## src/rtl/bram_stream_writer.sv

```systemverilog
// Streams handshaken words into a BRAM port at consecutive (wrapping) addresses.
// Optional running checksum of the transfer is enabled with the CHECKSUM_EN macro.
module bram_stream_writer #(
   parameter int unsigned CNT_BIT  = 31,
   parameter int unsigned DWIDTH   = 32,
   parameter int unsigned AWIDTH   = 12,
   parameter int unsigned MEM_SIZE = 4096
) (
   input  logic               clk,
   input  logic               reset_n,
   input  logic               i_run,
   input  logic [CNT_BIT-1:0] i_num_cnt,
   output logic               o_idle,
   output logic               o_write,
   output logic               o_done,
   input  logic               s_valid,
   output logic               s_ready,
   input  logic [DWIDTH-1:0]  s_data,
   output logic [AWIDTH-1:0]  addr_b,
   output logic               ce_b,
   output logic               we_b,
   output logic [DWIDTH-1:0]  d_b
`ifdef CHECKSUM_EN
   ,
   output logic [DWIDTH-1:0]  o_checksum
`endif
);

   typedef enum logic [1:0] {StIdle, StRun, StDone} state_e;

   state_e             state_q, state_d;
   logic [CNT_BIT-1:0] cnt_q, cnt_d;
   logic [CNT_BIT-1:0] num_q, num_d;
   logic [AWIDTH-1:0]  addr_q, addr_d;
   logic [DWIDTH-1:0]  data_q, data_d;
   logic               wr_q, wr_d;
   logic               hs;

   assign hs = s_valid && (state_q == StRun);

   always_comb begin
      state_d = state_q;
      cnt_d   = cnt_q;
      num_d   = num_q;
      addr_d  = addr_q;
      data_d  = data_q;
      wr_d    = 1'b0;
      case (state_q)
         StIdle: begin
            if (i_run) begin
               num_d   = i_num_cnt;
               cnt_d   = '0;
               state_d = (i_num_cnt == '0) ? StDone : StRun;
            end
         end
         StRun: begin
            if (s_valid) begin
               addr_d = cnt_q[AWIDTH-1:0];
               data_d = s_data;
               wr_d   = 1'b1;
               cnt_d  = cnt_q + CNT_BIT'(1);
               if (cnt_q == num_q - CNT_BIT'(1)) begin
                  state_d = StDone;
               end
            end
         end
         StDone:  state_d = StIdle;
         default: state_d = StIdle;
      endcase
   end

   always_ff @(posedge clk or negedge reset_n) begin
      if (!reset_n) begin
         state_q <= StIdle;
         cnt_q   <= '0;
         num_q   <= '0;
         addr_q  <= '0;
         data_q  <= '0;
         wr_q    <= 1'b0;
      end else begin
         state_q <= state_d;
         cnt_q   <= cnt_d;
         num_q   <= num_d;
         addr_q  <= addr_d;
         data_q  <= data_d;
         wr_q    <= wr_d;
      end
   end

   assign o_idle  = (state_q == StIdle);
   assign o_write = (state_q == StRun);
   assign o_done  = (state_q == StDone);
   assign s_ready = (state_q == StRun);
   assign addr_b  = addr_q;
   assign d_b     = data_q;
   assign ce_b    = wr_q;
   assign we_b    = wr_q;

`ifdef CHECKSUM_EN
   logic [DWIDTH-1:0] sum_q, sum_d;

   always_comb begin
      sum_d = sum_q;
      if (o_idle && i_run) begin
         sum_d = '0;
      end else if (hs) begin
         sum_d = sum_q + s_data;
      end
   end

   always_ff @(posedge clk or negedge reset_n) begin
      if (!reset_n) begin
         sum_q <= '0;
      end else begin
         sum_q <= sum_d;
      end
   end

   assign o_checksum = sum_q;
`endif

   // Addresses beyond the configured depth would land outside the physical BRAM.
   addr_in_range: assert property (@(posedge clk) disable iff (!reset_n)
      ce_b |-> (32'(addr_b) < MEM_SIZE));

endmodule

```

## config.mk

```make
export PLATFORM = sky130hd
export DESIGN_NAME = bram_stream_writer
export DESIGN_NICKNAME = d
export VERILOG_FILES = /design/src/rtl/bram_stream_writer.sv
export SDC_FILE = /design/constraint.sdc
export NUM_CORES = 1
export LEC_CHECK = 0
export ABC_AREA = 1
export CORE_AREA = 8 8 141 143
export DETAILED_ROUTE_END_ITERATION = 7
export DIE_AREA = 0 0 149 151
export GPL_TIMING_DRIVEN = 0
export MAX_ROUTING_LAYER = met4
export PLACE_DENSITY = 0.63
export SYNTH_ARGS = -nofsm -noshare
export SYNTH_HDL_FRONTEND = slang
export SYNTH_SLANG_ARGS = --single-unit
```

## constraint.sdc

```tcl
create_clock -name clk -period 2.12 [get_ports clk]
set_clock_uncertainty 0.15 [all_clocks]
set_input_delay 0.318 -clock clk [delete_from_list [all_inputs] [get_ports clk]]
set_output_delay 0.318 -clock clk [all_outputs]
set_load 0.02 [all_outputs]
```

==> tab_implementation.tex, run 1 <==
\begin{tabular}{lr}
\hline
Metric & Value \\
\hline
\multicolumn{2}{l}{\textbf{Outcome}} \\
Status & finished, violations left \\
Violated checks & negative setup slack \\
\multicolumn{2}{l}{\textbf{GRT}} \\
Largest net degree at the start of global routing & 88 \\
Initial antenna violation count & 0 \\
Total global routing track utilization & 16.9\% \\
Number of global-route vias before repair & 5880 \\
Congestion Overflow GR & 0 \\
Global-route wire length before repair & 29.5 mm \\
\multicolumn{2}{l}{\textbf{STA}} \\
Final Setup Violations & 2 \\
Number of pins exceeding their max-slew limit in the final report & 0 \\
Worst-Margin Slew & 0.611 ns \\
RSZ-0062 raised after global routing & yes \\
Setup TNS & -0.168 ns \\
Final count of hold timing violations & 0 \\
Max Freq & 452 MHz \\
Least setup slack across all paths after layout & -0.0900 ns \\
Worst slew margin relative to its limit & 59.3\% \\
Post-layout minimum cycle time & 2.21 ns \\
Tcrit/Tclk final & 104\% \\
\multicolumn{2}{l}{\textbf{Placed design}} \\
Dpl cell area & 0.00756 mm2 \\
Placed wire-length estimate & 13.5 mm \\
GP Congestion & 0.847 \\
Number of placed instances with taps included & 1196 \\
Port Buffer Count & 116 \\
Worst slack after detailed placement & -0.625 ns \\
\multicolumn{2}{l}{\textbf{Setup path}} \\
Crit path arrival time & 2.32 ns \\
Worst setup EP type & flip-flop \\
Worst EP required & 2.23 ns \\
Worst-path maximum fanout & 5 \\
Setup slack, reg-to-reg & -0.09 ns \\
WS Path Type & flip-flop to flip-flop \\
Kind of start point of the critical path & flip-flop \\
\multicolumn{2}{l}{\textbf{Logic synthesis}} \\
Number of synthesized flops with an enable pin & 0 \\
Sequential cell area fraction in the yosys report & 44.8\% \\
Total nets after synthesis & 919 \\
Average cell area after synthesis & 7.16 um2 \\
Proportion of register bits with asynchronous set or reset after synthesis & 100\% \\
Synthesis Warnings & 0 \\
Count of distinct cell types in the synthesized netlist & 42 \\
Share of the synthesized area in the top cell type & 44.8\% \\
Mapped Cells & 850 \\
Predominant post-synthesis flop cell & sky130\_fd\_sc\_hd\_\_dfrtp\_1 \\
Area contributors post-synth & sky130\_fd\_sc\_hd\_\_dfrtp\_1 (45\%), sky130\_fd\_sc\_hd\_\_nand2\_1 (18\%), sky130\_fd\_sc\_hd\_\_inv\_1 (5.9\%) \\
Number of synthesized register bits & 109 \\
Syn Std Cell Area & 0.00608 mm2 \\
Most area-hungry cell type in the Yosys netlist & sky130\_fd\_sc\_hd\_\_dfrtp\_1 \\
\multicolumn{2}{l}{\textbf{Finish}} \\
Total area of multi-input combinational cells & 0.00311 mm2 \\
Signed area change from the synthesized netlist to the final layout & 37.1\% \\
Post-layout instance area & 0.00834 mm2 \\
Final nets & 1072 \\
Final non-filler cell total & 1237 \\
Layout fillers & 1800 \\
Commonest non-fill, non-tap cells in the layout & sky130\_fd\_sc\_hd\_\_nand2\_1 (288), sky130\_fd\_sc\_hd\_\_clkdlybuf4s50\_1 (111), sky130\_fd\_sc\_hd\_\_dfrtp\_1 (103) \\
Layout cells sized above 1 & 12.9\% \\
Commonest non-fill, non-tap cell in the layout & sky130\_fd\_sc\_hd\_\_nand2\_1 \\
ANT cells & 0 \\
Combined flip-flop and latch cell area & 0.00274 mm2 \\
\multicolumn{2}{l}{\textbf{Route}} \\
Average routed wire per standard cell & 14.7 um \\
Vias after detailed routing & 5881 \\
Final antenna-violating net count & 0 \\
Iter 0 DRT Violations & 297 \\
DRC errors left & 0 \\
Via count normalized by instance count & 4.75 \\
Initial DRT Pass Iterations & 4 \\
Detailed Route WL & 18.2 mm \\
\multicolumn{2}{l}{\textbf{Floorplan}} \\
Top-level I/O count & 117 \\
Placeable core region & 0.0177 mm2 \\
FP Rows & 49 \\
Effective utilization at floorplan & 34.5\% \\
Overall die width & 149 um \\
Height of the chip & 151 um \\
Floorplan die area & 0.0225 mm2 \\
\multicolumn{2}{l}{\textbf{Clock tree}} \\
TritonCTS clock tree & yes \\
Skew-Pair Late Insertion Delay & 0.37 ns \\
Clock-pin slew reported for the worst setup and hold paths after clock tree synthesis & 0.08 ns \\
Count of clock tree sinks & 109 \\
CTS Root Cell & sky130\_fd\_sc\_hd\_\_clkbuf\_16 \\
Inserted Clock Buffers & 9 \\
Buffer depth of the longest clock path & 2 \\
H-tree depth & 3 \\
\multicolumn{2}{l}{\textbf{Worst hold path}} \\
Hold/Removal Path Class & input pin to asynchronous set/reset pin \\
\multicolumn{2}{l}{\textbf{Power}} \\
Pwr/cell area & 1220 mW/mm2 \\
Final Power & 0.0102 W \\
Highest ir drop seen on vdd & 681 uV \\
Leakage & 3.87 nW \\
\multicolumn{2}{l}{\textbf{Run}} \\
Max-cap violations & 0 \\
\hline
\end{tabular}
-- metal layers --
metal / part of all wire (%) / track usage [%] / up-vias
met5: 0 / - / -
met4: 1.5 / 4.90 / 0
met3: 7.7 / 5.17 / 17
met2: 44 / 25.6 / 172
met1: 47 / 21.5 / 2690
li1: - / - / 3002
-- repair_timing --
item,4_1_cts,5_1_grt
pin swaps,9,7
resized for setup,40,42
endpoints found under the hold margin,22,0
setup endpoints to repair,61,52
hold buffers,1,0
buffers inserted,10,15
-- sequential cells by signal, indices dropped and copies added (netlist names) --
signal	count
ce_b	1
d_b	32
cnt_q	31
state_q	2
addr_b	12
num_q	31
-- area by class of cell --
type / instances / share of cell area, %
Buffer: 22 / 1.20
Tap cell: 229 / 3.43
Timing Repair Buffer: 143 / 16.8
Multi-Input combinational cell: 617 / 37.3
Clock buffer: 9 / 2.70
Sequential cell: 109 / 32.8
Inverter: 101 / 4.54
Clock inverter: 7 / 1.24
-- final timing paths --
path	start	endpoint	cells after the start
worst max-delay path	num_q[0]	state_q[0]	15
worst min-delay path	reset_n	d_b[3]	2
worst max register to register	num_q[0]	state_q[0]	15
worst min register to register	d_b[16]	d_b[16]	2
max in group asynchronous	reset_n	num_q[3]	3
min in group clk	s_data[27]	d_b[27]	3
-- worst max-delay path, stage by stage, from the launching register on --
cell and delay, ns:
sky130_fd_sc_hd__dfrtp_1 0.40, sky130_fd_sc_hd__inv_2 0.11, sky130_fd_sc_hd__ha_4 0.21, sky130_fd_sc_hd__nand2_8 0.08
sky130_fd_sc_hd__nor2_4 0.17, sky130_fd_sc_hd__buf_6 0.13, sky130_fd_sc_hd__buf_6 0.08, sky130_fd_sc_hd__nand4_1 0.14
sky130_fd_sc_hd__nand3_1 0.11, sky130_fd_sc_hd__nand2_1 0.05, sky130_fd_sc_hd__nor2_1 0.08, sky130_fd_sc_hd__nand3_1 0.08
sky130_fd_sc_hd__nor2_2 0.10, sky130_fd_sc_hd__nand2_2 0.09, sky130_fd_sc_hd__nand2_1 0.07, sky130_fd_sc_hd__nand2_1 0.04
-- cell families after synthesis --
family,synth area share (%)
adder cells (fa/ha/maj),0.411
XOR/XNOR,3.11
flip-flops,44.8
AND/OR/NAND/NOR,35.3
buffers and inverters,7.79
AO/OA/AOI/OAI,8.57
-- report_power, final --
| part | internal, W | switching, W | total (W) |
|---|---|---|---|
| combinational | 0.00204 | 0.00288 | 0.00492 |
| clock | 0.000964 | 0.000914 | 0.00188 |
| sequential | 0.00274 | 0.000687 | 0.00342 |
-- metrics by stage --
stage / utilization [%] / hold slack [ns]
2_1_floorplan: - / -0.128
3_3_place_gp: 42.7 / 0.311
3_5_place_dp: 42.8 / 0.0390
4_1_cts: 46.0 / 0.205
5_1_grt: 47.3 / 0.212
6_report: 47.3 / 0.212
-- cell usage after synthesis, types with 6 or more instances --
| cell | number |
|---|---|
| sky130_fd_sc_hd__nand3_1 | 44 |
| sky130_fd_sc_hd__o21ai_0 | 61 |
| sky130_fd_sc_hd__nor4_1 | 9 |
| sky130_fd_sc_hd__nand4_1 | 14 |
| sky130_fd_sc_hd__a21oi_1 | 20 |
| sky130_fd_sc_hd__buf_1 | 6 |
| sky130_fd_sc_hd__clkbuf_1 | 14 |
| sky130_fd_sc_hd__inv_1 | 96 |
| sky130_fd_sc_hd__nor2_2 | 8 |
| sky130_fd_sc_hd__nor2_1 | 91 |
| sky130_fd_sc_hd__dfrtp_1 | 109 |
| sky130_fd_sc_hd__xor2_1 | 13 |
| sky130_fd_sc_hd__nor3_1 | 16 |
| sky130_fd_sc_hd__xnor2_1 | 6 |
| sky130_fd_sc_hd__nand2_1 | 296 |
Note: power is estimated with default switching activity, not from simulation.
==> inputs of run 2 (changes only) <==
==> constraint.sdc (replaced) <==
create_clock -name clk -period 2.12 [get_ports clk]
set_clock_uncertainty 0.15 [all_clocks]
set_input_delay 0.318 -clock clk [delete_from_list [all_inputs] [get_ports clk]]
set_output_delay 0.318 -clock clk [all_outputs]
set_load 0.05 [all_outputs]
==> run 2 against run 1 <==
Net effect:
- the run still ends with negative setup slack left
- non-clock buffer count rose by 2
- final cell count rose by 0.16%
- sequential share of layout area fell by 0.41 points
- total power rose by 9.1%
- largest power group unchanged
==> tab_implementation.tex, run 2 (synthesis results as in run 1) <==
\begin{tabular}{lr}
\hline
Metric & Value \\
\hline
\multicolumn{2}{l}{\textbf{Placed design}} \\
Placed wire-length estimate & 13.4 mm (-0.76\%) \\
GP Congestion & 0.857 (+1.2\%) \\
Port Buffer Count & 116 (unchanged) \\
Worst slack after detailed placement & -0.521 ns (+0.104 ns) \\
\multicolumn{2}{l}{\textbf{STA}} \\
Least setup slack across all paths after layout & -0.0594 ns (+0.0306 ns) \\
Max Freq & 459 MHz (+1.4\%) \\
Final count of hold timing violations & 0 (unchanged) \\
Post-layout minimum cycle time & 2.18 ns (-0.0305 ns) \\
Worst slew margin relative to its limit & 58.6\% (-0.64 points) \\
RSZ-0062 raised after global routing & yes \\
Setup TNS & -0.112 ns (+0.0564 ns) \\
Tcrit/Tclk final & 103\% (-1.4 points) \\
Final Setup Violations & 2 (unchanged) \\
Min Hold Slack & 0.330 ns (+0.118 ns) \\
Worst-Margin Slew & 0.620 ns (+0.00953 ns) \\
Number of pins exceeding their max-slew limit in the final report & 0 (unchanged) \\
\multicolumn{2}{l}{\textbf{GRT}} \\
Global-route wire length before repair & 28.6 mm (-3.1\%) \\
Congestion Overflow GR & 0 (unchanged) \\
Largest net degree at the start of global routing & 58 (-34\%) \\
Initial antenna violation count & 0 (unchanged) \\
Total global routing track utilization & 16.5\% (-0.44 points) \\
Number of global-route vias before repair & 5559 (-5.5\%) \\
\multicolumn{2}{l}{\textbf{Floorplan}} \\
FP Rows & 49 (unchanged) \\
Placeable core region & 0.0177 mm2 (unchanged) \\
Floorplan die area & 0.0225 mm2 (unchanged) \\
Effective utilization at floorplan & 34.5\% (unchanged) \\
Height of the chip & 151 um (unchanged) \\
Top-level I/O count & 117 (unchanged) \\
Overall die width & 149 um (unchanged) \\
\multicolumn{2}{l}{\textbf{Finish}} \\
Signed area change from the synthesized netlist to the final layout & 39.2\% \\
Commonest non-fill, non-tap cell in the layout & sky130\_fd\_sc\_hd\_\_nand2\_1 \\
Layout fillers & 1787 (-0.72\%) \\
Final nets & 1074 (+0.19\%) \\
ANT cells & 0 (unchanged) \\
Layout cells sized above 1 & 15.1\% (+2.3 points) \\
Max FFs per register & 32 (unchanged) \\
Commonest non-fill, non-tap cells in the layout & sky130\_fd\_sc\_hd\_\_nand2\_1 (285), sky130\_fd\_sc\_hd\_\_clkdlybuf4s50\_1 (111), sky130\_fd\_sc\_hd\_\_dfrtp\_1 (97) \\
Total area of multi-input combinational cells & 0.00321 mm2 (+3.2\%) \\
Combined flip-flop and latch cell area & 0.00274 mm2 (+0.27\%) \\
\multicolumn{2}{l}{\textbf{Outcome}} \\
Status & finished, violations left \\
Violated checks & negative setup slack \\
\multicolumn{2}{l}{\textbf{Setup path}} \\
Worst EP required & 2.23 ns (about the same) \\
Cell mode on critical path & sky130\_fd\_sc\_hd\_\_nand2\_1 \\
WS Path Type & flip-flop to flip-flop \\
Ordered cell list for the critical path & inv\_2, ha\_4, nand2\_4, nor2\_4, nand2\_2, nand3\_2, nand2\_2, nor2\_4, nand2\_1, nor2\_1, nand2\_1, nor2\_1, nand2\_1, nand2\_1, nand2\_1 \\
Crit path arrival time & 2.29 ns (-0.03 ns) \\
Worst setup EP type & flip-flop \\
Worst-path maximum fanout & 5 (unchanged) \\
Kind of start point of the critical path & flip-flop \\
Maximum cell stage delay along the critical path & 0.40 ns (about the same) \\
Number of cells traversed by the worst register-to-register path & 15 (unchanged) \\
Critical path's slowest cell & sky130\_fd\_sc\_hd\_\_dfrtp\_1 \\
\multicolumn{2}{l}{\textbf{Power}} \\
Sequential cell fraction of total power & 31.1\% (-2.4 points) \\
Total net switching power & 0.00535 W (+19\%) \\
Switching share of power & 48.0\% (+4.1 points) \\
Final Power & 0.0112 W (+9.1\%) \\
Internal cell power & 0.00580 W (+1.1\%) \\
Clock group share of total power & 16.2\% (-2.2 points) \\
Highest ir drop seen on vdd & 816 uV (+20\%) \\
Pwr/cell area & 1320 mW/mm2 (+7.5\%) \\
Leakage & 3.89 nW (+0.43\%) \\
Combinational share of power & 52.7\% (+4.6 points) \\
\multicolumn{2}{l}{\textbf{Route}} \\
Detailed Route WL & 18.0 mm (-0.91\%) \\
DRC errors left & 0 (unchanged) \\
Iter 0 DRT Violations & 313 (+5.4\%) \\
Vias after detailed routing & 5844 (-0.63\%) \\
Initial DRT Pass Iterations & 5 (+1) \\
Via count normalized by instance count & 4.72 (-0.79\%) \\
Average routed wire per standard cell & 14.6 um (-1.1\%) \\
Final antenna-violating net count & 0 (unchanged) \\
\multicolumn{2}{l}{\textbf{Clock tree}} \\
Inserted Clock Buffers & 9 (unchanged) \\
Clock-pin slew reported for the worst setup and hold paths after clock tree synthesis & 0.08 ns (about the same) \\
Skew-Pair Late Insertion Delay & 0.36 ns (about the same) \\
TritonCTS clock tree & yes \\
CTS Root Cell & sky130\_fd\_sc\_hd\_\_clkbuf\_16 \\
Buffer depth of the longest clock path & 2 (unchanged) \\
Count of clock tree sinks & 109 (unchanged) \\
H-tree depth & 3 (unchanged) \\
\multicolumn{2}{l}{\textbf{Worst hold path}} \\
Hold/Removal Path Class & input pin to flip-flop \\
Hold path cells & 3 \\
\multicolumn{2}{l}{\textbf{Run}} \\
Max-cap violations & 0 (unchanged) \\
\hline
\end{tabular}
run 2: path summary, 6_finish.rpt:
path | slack, ns | start | end
max | -0.06 | num_q[0] | state_q[0]
min reg2reg | 0.33 | d_b[17] | d_b[17]
min in group asynchronous | 0.34 | reset_n | d_b[23]
max in group asynchronous | 0.81 | reset_n | num_q[20]
min | 0.33 | s_data[22] | d_b[22]
max reg2reg | -0.06 | num_q[0] | state_q[0]
run 2: final cells by class:
| type | instances | share of cell area (%) |
|---|---|---|
| well taps | 229 | 3.38 |
| plain buffers | 21 | 1.14 |
| inverters | 101 | 4.52 |
| multi-input cells | 617 | 37.9 |
| repair buffers | 146 | 16.9 |
| clock buffers | 9 | 2.66 |
| flip-flops and latches | 109 | 32.4 |
| clock inverters | 7 | 1.11 |
run 2: critical path, delay by kind of cell, from the launching register on:
family,cells,cell delay [ns]
buffers and inverters,1,0.11
AND/OR/NAND/NOR,13,1.22
adder cells (fa/ha/maj),1,0.19
flip-flops,1,0.40
run 2: stage by stage:
step	std cells	instance area, um2	utilization, %
6_report	1239	8470	48.0
5_1_grt	1239	8470	48.0
4_1_cts	1220	8070	45.7
3_5_place_dp	1196	7570	42.9
3_3_place_gp	1195	7540	42.7
2_1_floorplan	850	6090	-
run 2: routing by layer:
metal  global-route usage, %  share of wire, %
met2                    23.5                43
met3                    4.60               5.8
met4                    4.85               1.6
met5                       -                 0
met1                    22.3                50
run 2: power groups by stage:
stage	Clock (W)	Combinational, W	Sequential [W]
5_1_grt	0.00196	0.00642	0.00356
2_1_floorplan	0	0.00248	0.00435
3_5_place_dp	0	0.00519	0.00337
4_1_cts	0.00186	0.00547	0.00339
6_report	0.00181	0.00587	0.00347
3_3_place_gp	0	0.00514	0.00338
run 2: timing repair:
item / 4_1_cts / 5_1_grt
endpoints found under the hold margin: 56 / 0
setup endpoints to repair: 63 / 36
hold buffers: 1 / 0
buffers inserted: 8 / 20
resized for setup: 46 / 65
pin swaps: 8 / 31
==> inputs of run 3 (changes only) <==
--- a/config.mk
+++ b/config.mk
@@ -6,12 +6,12 @@
 export NUM_CORES = 1
 export LEC_CHECK = 0
 export ABC_AREA = 1
-export CORE_AREA = 8 8 141 143
+export CORE_AREA = 8 8 117 119
 export DETAILED_ROUTE_END_ITERATION = 7
-export DIE_AREA = 0 0 149 151
+export DIE_AREA = 0 0 125 127
 export GPL_TIMING_DRIVEN = 0
 export MAX_ROUTING_LAYER = met4
-export PLACE_DENSITY = 0.63
+export PLACE_DENSITY = 0.86
 export SYNTH_ARGS = -nofsm -noshare
 export SYNTH_HDL_FRONTEND = slang
 export SYNTH_SLANG_ARGS = --single-unit
==> run 3 against run 2 <==
Net effect:
- critical endpoint unchanged
- sequential power decreased by 2%
- flip-flop and latch count unchanged
- sequential share of layout area increased by 0.94 points
- first-iteration DRC count increased by 81%
- highest routed layer unchanged
- via count increased by 6.0%
- register-to-register slack improved by 0.02 ns
- die area decreased by 29%
- maximum frequency increased by 0.99%
- global-route usage increased by 6.1 points
- worst hold slack got worse by 0.0034 ns
- the run still ends with negative setup slack left
==> tab_implementation.tex, run 3 (synthesis results as in run 1) <==
\begin{tabular}{lr}
\hline
Metric & Value \\
\hline
\multicolumn{2}{l}{\textbf{Outcome}} \\
Status & finished, violations left \\
Violated checks & negative setup slack \\
\multicolumn{2}{l}{\textbf{Setup path}} \\
Kind of start point of the critical path & flip-flop \\
Worst setup EP type & flip-flop \\
Worst-path maximum fanout & 5 (unchanged) \\
WS Path Type & flip-flop to flip-flop \\
Crit Reg-Reg Startpoint & num\_q[2] \\
Worst EP required & 2.24 ns (about the same) \\
CP startpoint & num\_q[2] \\
Crit path arrival time & 2.27 ns (-0.02 ns) \\
\multicolumn{2}{l}{\textbf{Placed design}} \\
Port Buffer Count & 116 (unchanged) \\
Worst slack after detailed placement & -0.475 ns (+0.0457 ns) \\
Placed wire-length estimate & 12.5 mm (-6.4\%) \\
GP Congestion & 0.961 (+12\%) \\
\multicolumn{2}{l}{\textbf{Finish}} \\
ANT cells & 0 (unchanged) \\
Signed area change from the synthesized netlist to the final layout & 34.9\% \\
Total area of multi-input combinational cells & 0.00314 mm2 (-2.3\%) \\
Commonest non-fill, non-tap cells in the layout & sky130\_fd\_sc\_hd\_\_nand2\_1 (289), sky130\_fd\_sc\_hd\_\_clkdlybuf4s50\_1 (111), sky130\_fd\_sc\_hd\_\_dfrtp\_1 (103) \\
Combined flip-flop and latch cell area & 0.00274 mm2 (-0.27\%) \\
Post-route core utilization & 69.5\% (+22 points) \\
Layout cells sized above 1 & 13.2\% (-2.0 points) \\
Layout fillers & 900 (-50\%) \\
Commonest non-fill, non-tap cell in the layout & sky130\_fd\_sc\_hd\_\_nand2\_1 \\
Final nets & 1073 (-0.093\%) \\
Max FFs per register & 32 (unchanged) \\
\multicolumn{2}{l}{\textbf{GRT}} \\
Number of global-route vias before repair & 5938 (+6.8\%) \\
Largest net degree at the start of global routing & 63 (+8.6\%) \\
Initial antenna violation count & 0 (unchanged) \\
Congestion Overflow GR & 0 (unchanged) \\
Global-route wire length before repair & 28.5 mm (-0.27\%) \\
Total global routing track utilization & 22.6\% (+6.1 points) \\
\multicolumn{2}{l}{\textbf{Clock tree}} \\
TritonCTS clock tree & yes \\
H-tree depth & 3 (unchanged) \\
CTS Root Cell & sky130\_fd\_sc\_hd\_\_clkbuf\_16 \\
Count of clock tree sinks & 109 (unchanged) \\
Clock-pin slew reported for the worst setup and hold paths after clock tree synthesis & 0.08 ns (about the same) \\
Inserted Clock Buffers & 9 (unchanged) \\
Skew-Pair Late Insertion Delay & 0.37 ns (about the same) \\
Buffer depth of the longest clock path & 2 (unchanged) \\
\multicolumn{2}{l}{\textbf{Worst hold path}} \\
Hold/Removal Path Class & input pin to flip-flop \\
Start point of the worst min-delay path & s\_data[9] \\
\multicolumn{2}{l}{\textbf{STA}} \\
Tcrit/Tclk final & 102\% (-1.0 points) \\
Worst-Margin Slew & 0.805 ns (+0.185 ns) \\
Worst slew margin relative to its limit & 46.3\% (-12 points) \\
Least setup slack across all paths after layout & -0.0381 ns (+0.0213 ns) \\
Number of pins exceeding their max-slew limit in the final report & 0 (unchanged) \\
RSZ-0062 raised after global routing & yes \\
Final Setup Violations & 3 (+1) \\
Post-layout minimum cycle time & 2.16 ns (-0.0213 ns) \\
Min Hold Slack & 0.327 ns (-0.00342 ns) \\
Max Freq & 463 MHz (+0.99\%) \\
Final count of hold timing violations & 0 (unchanged) \\
Setup TNS & -0.0798 ns (+0.0323 ns) \\
\multicolumn{2}{l}{\textbf{Floorplan}} \\
Placeable core region & 0.0118 mm2 (-33\%) \\
Overall die width & 125 um (-16\%) \\
Top-level I/O count & 117 (unchanged) \\
Floorplan die area & 0.0159 mm2 (-29\%) \\
FP Rows & 40 (-18\%) \\
Height of the chip & 127 um (-16\%) \\
Effective utilization at floorplan & 51.5\% (+17 points) \\
\multicolumn{2}{l}{\textbf{Route}} \\
Average routed wire per standard cell & 15.5 um (+6.1\%) \\
Final antenna-violating net count & 0 (unchanged) \\
Iter 0 DRT Violations & 568 (+81\%) \\
DRC errors left & 0 (unchanged) \\
Via count normalized by instance count & 5.36 (+14\%) \\
Detailed Route WL & 17.9 mm (-0.99\%) \\
Initial DRT Pass Iterations & 6 (+1) \\
Vias after detailed routing & 6194 (+6.0\%) \\
\multicolumn{2}{l}{\textbf{Power}} \\
Combinational share of power & 52.6\% (about the same) \\
Clock group share of total power & 15.7\% (-0.5 points) \\
Highest ir drop seen on vdd & 975 uV (+20\%) \\
Pwr/cell area & 1310 mW/mm2 (-0.28\%) \\
Sequential cell fraction of total power & 31.7\% (+0.6 points) \\
Total net switching power & 0.00525 W (-1.9\%) \\
Switching share of power & 48.7\% (+0.70 points) \\
Internal cell power & 0.00553 W (-4.7\%) \\
Leakage & 3.88 nW (-0.28\%) \\
Final Power & 0.0108 W (-3.4\%) \\
\multicolumn{2}{l}{\textbf{Run}} \\
Max-cap violations & 0 (unchanged) \\
\hline
\end{tabular}
==> run 3: layout make-up <==
type | count | share of cell area (%)
repair buffers | 146 | 17.1
clock buffers | 10 | 2.91
flip-flops and latches | 109 | 33.3
multi-input cells | 617 | 38.2
plain buffers | 20 | 1.04
well taps | 147 | 2.24
inverters | 101 | 4.62
clock inverters | 6 | 0.640
==> run 3: power by group through the flow <==
| stage | Clock (W) | Combinational (W) | Sequential (W) |
|---|---|---|---|
| after floorplan | 0 | 0.00248 | 0.00435 |
| after global placement | 0 | 0.00504 | 0.00337 |
| after detailed placement | 0 | 0.00515 | 0.00336 |
| after CTS | 0.00171 | 0.00541 | 0.00336 |
| after global routing | 0.00179 | 0.00619 | 0.00349 |
| final | 0.00170 | 0.00567 | 0.00341 |
==> run 3: metal layers <==
layer  GRT usage (%)  part of all wire, %  vias to the layer above
li1                -                    -                     2991
met1            27.9                   42                     2884
met2            35.6                   46                      277
met3            6.82                  9.5                       42
met4            6.30                  2.4                        0
met5               -                    0                        -
==> run 3: metrics by stage <==
| stage | cell area [um2] | instances |
|---|---|---|
| 4_1_cts | 7940 | 1139 |
| 5_1_grt | 8210 | 1156 |
| 6_report | 8210 | 1156 |
| 3_5_place_dp | 7460 | 1114 |
| 3_3_place_gp | 7440 | 1113 |
| 2_1_floorplan | 6090 | 850 |
==> run 3: final timing paths <==
path	end	slack, ns	cells past startpoint
worst min-delay path	d_b[9]	0.33	3
min in group asynchronous	num_q[3]	0.44	2
worst max-delay path	state_q[0]	-0.04	14
worst max register to register	state_q[0]	-0.04	14
max in group asynchronous	cnt_q[10]	0.67	3
worst min register to register	d_b[23]	0.33	2
==> run 3: critical path, stage by stage, from the launching register on <==
cell and delay, ns:
sky130_fd_sc_hd__dfrtp_1 0.42, sky130_fd_sc_hd__nor2_2 0.18, sky130_fd_sc_hd__nand2_2 0.13, sky130_fd_sc_hd__nor2_4 0.21
sky130_fd_sc_hd__buf_4 0.15, sky130_fd_sc_hd__buf_4 0.11, sky130_fd_sc_hd__nand3b_1 0.07, sky130_fd_sc_hd__nand2_1 0.07
sky130_fd_sc_hd__nand3_1 0.08, sky130_fd_sc_hd__nor2_1 0.09, sky130_fd_sc_hd__nand3_1 0.08, sky130_fd_sc_hd__nor2_1 0.13
sky130_fd_sc_hd__nand2_2 0.09, sky130_fd_sc_hd__nand2_1 0.06, sky130_fd_sc_hd__nand2_1 0.04
==> run 3: timing repair <==
| action | 4_1_cts | 5_1_grt |
|---|---|---|
| endpoints found under the setup margin | 62 | 15 |
| pin swaps | 6 | 26 |
| buffers inserted | 10 | 18 |
| hold buffers | 1 | 0 |
| gates resized for setup | 37 | 43 |
| endpoints found under the hold margin | 61 | 0 |
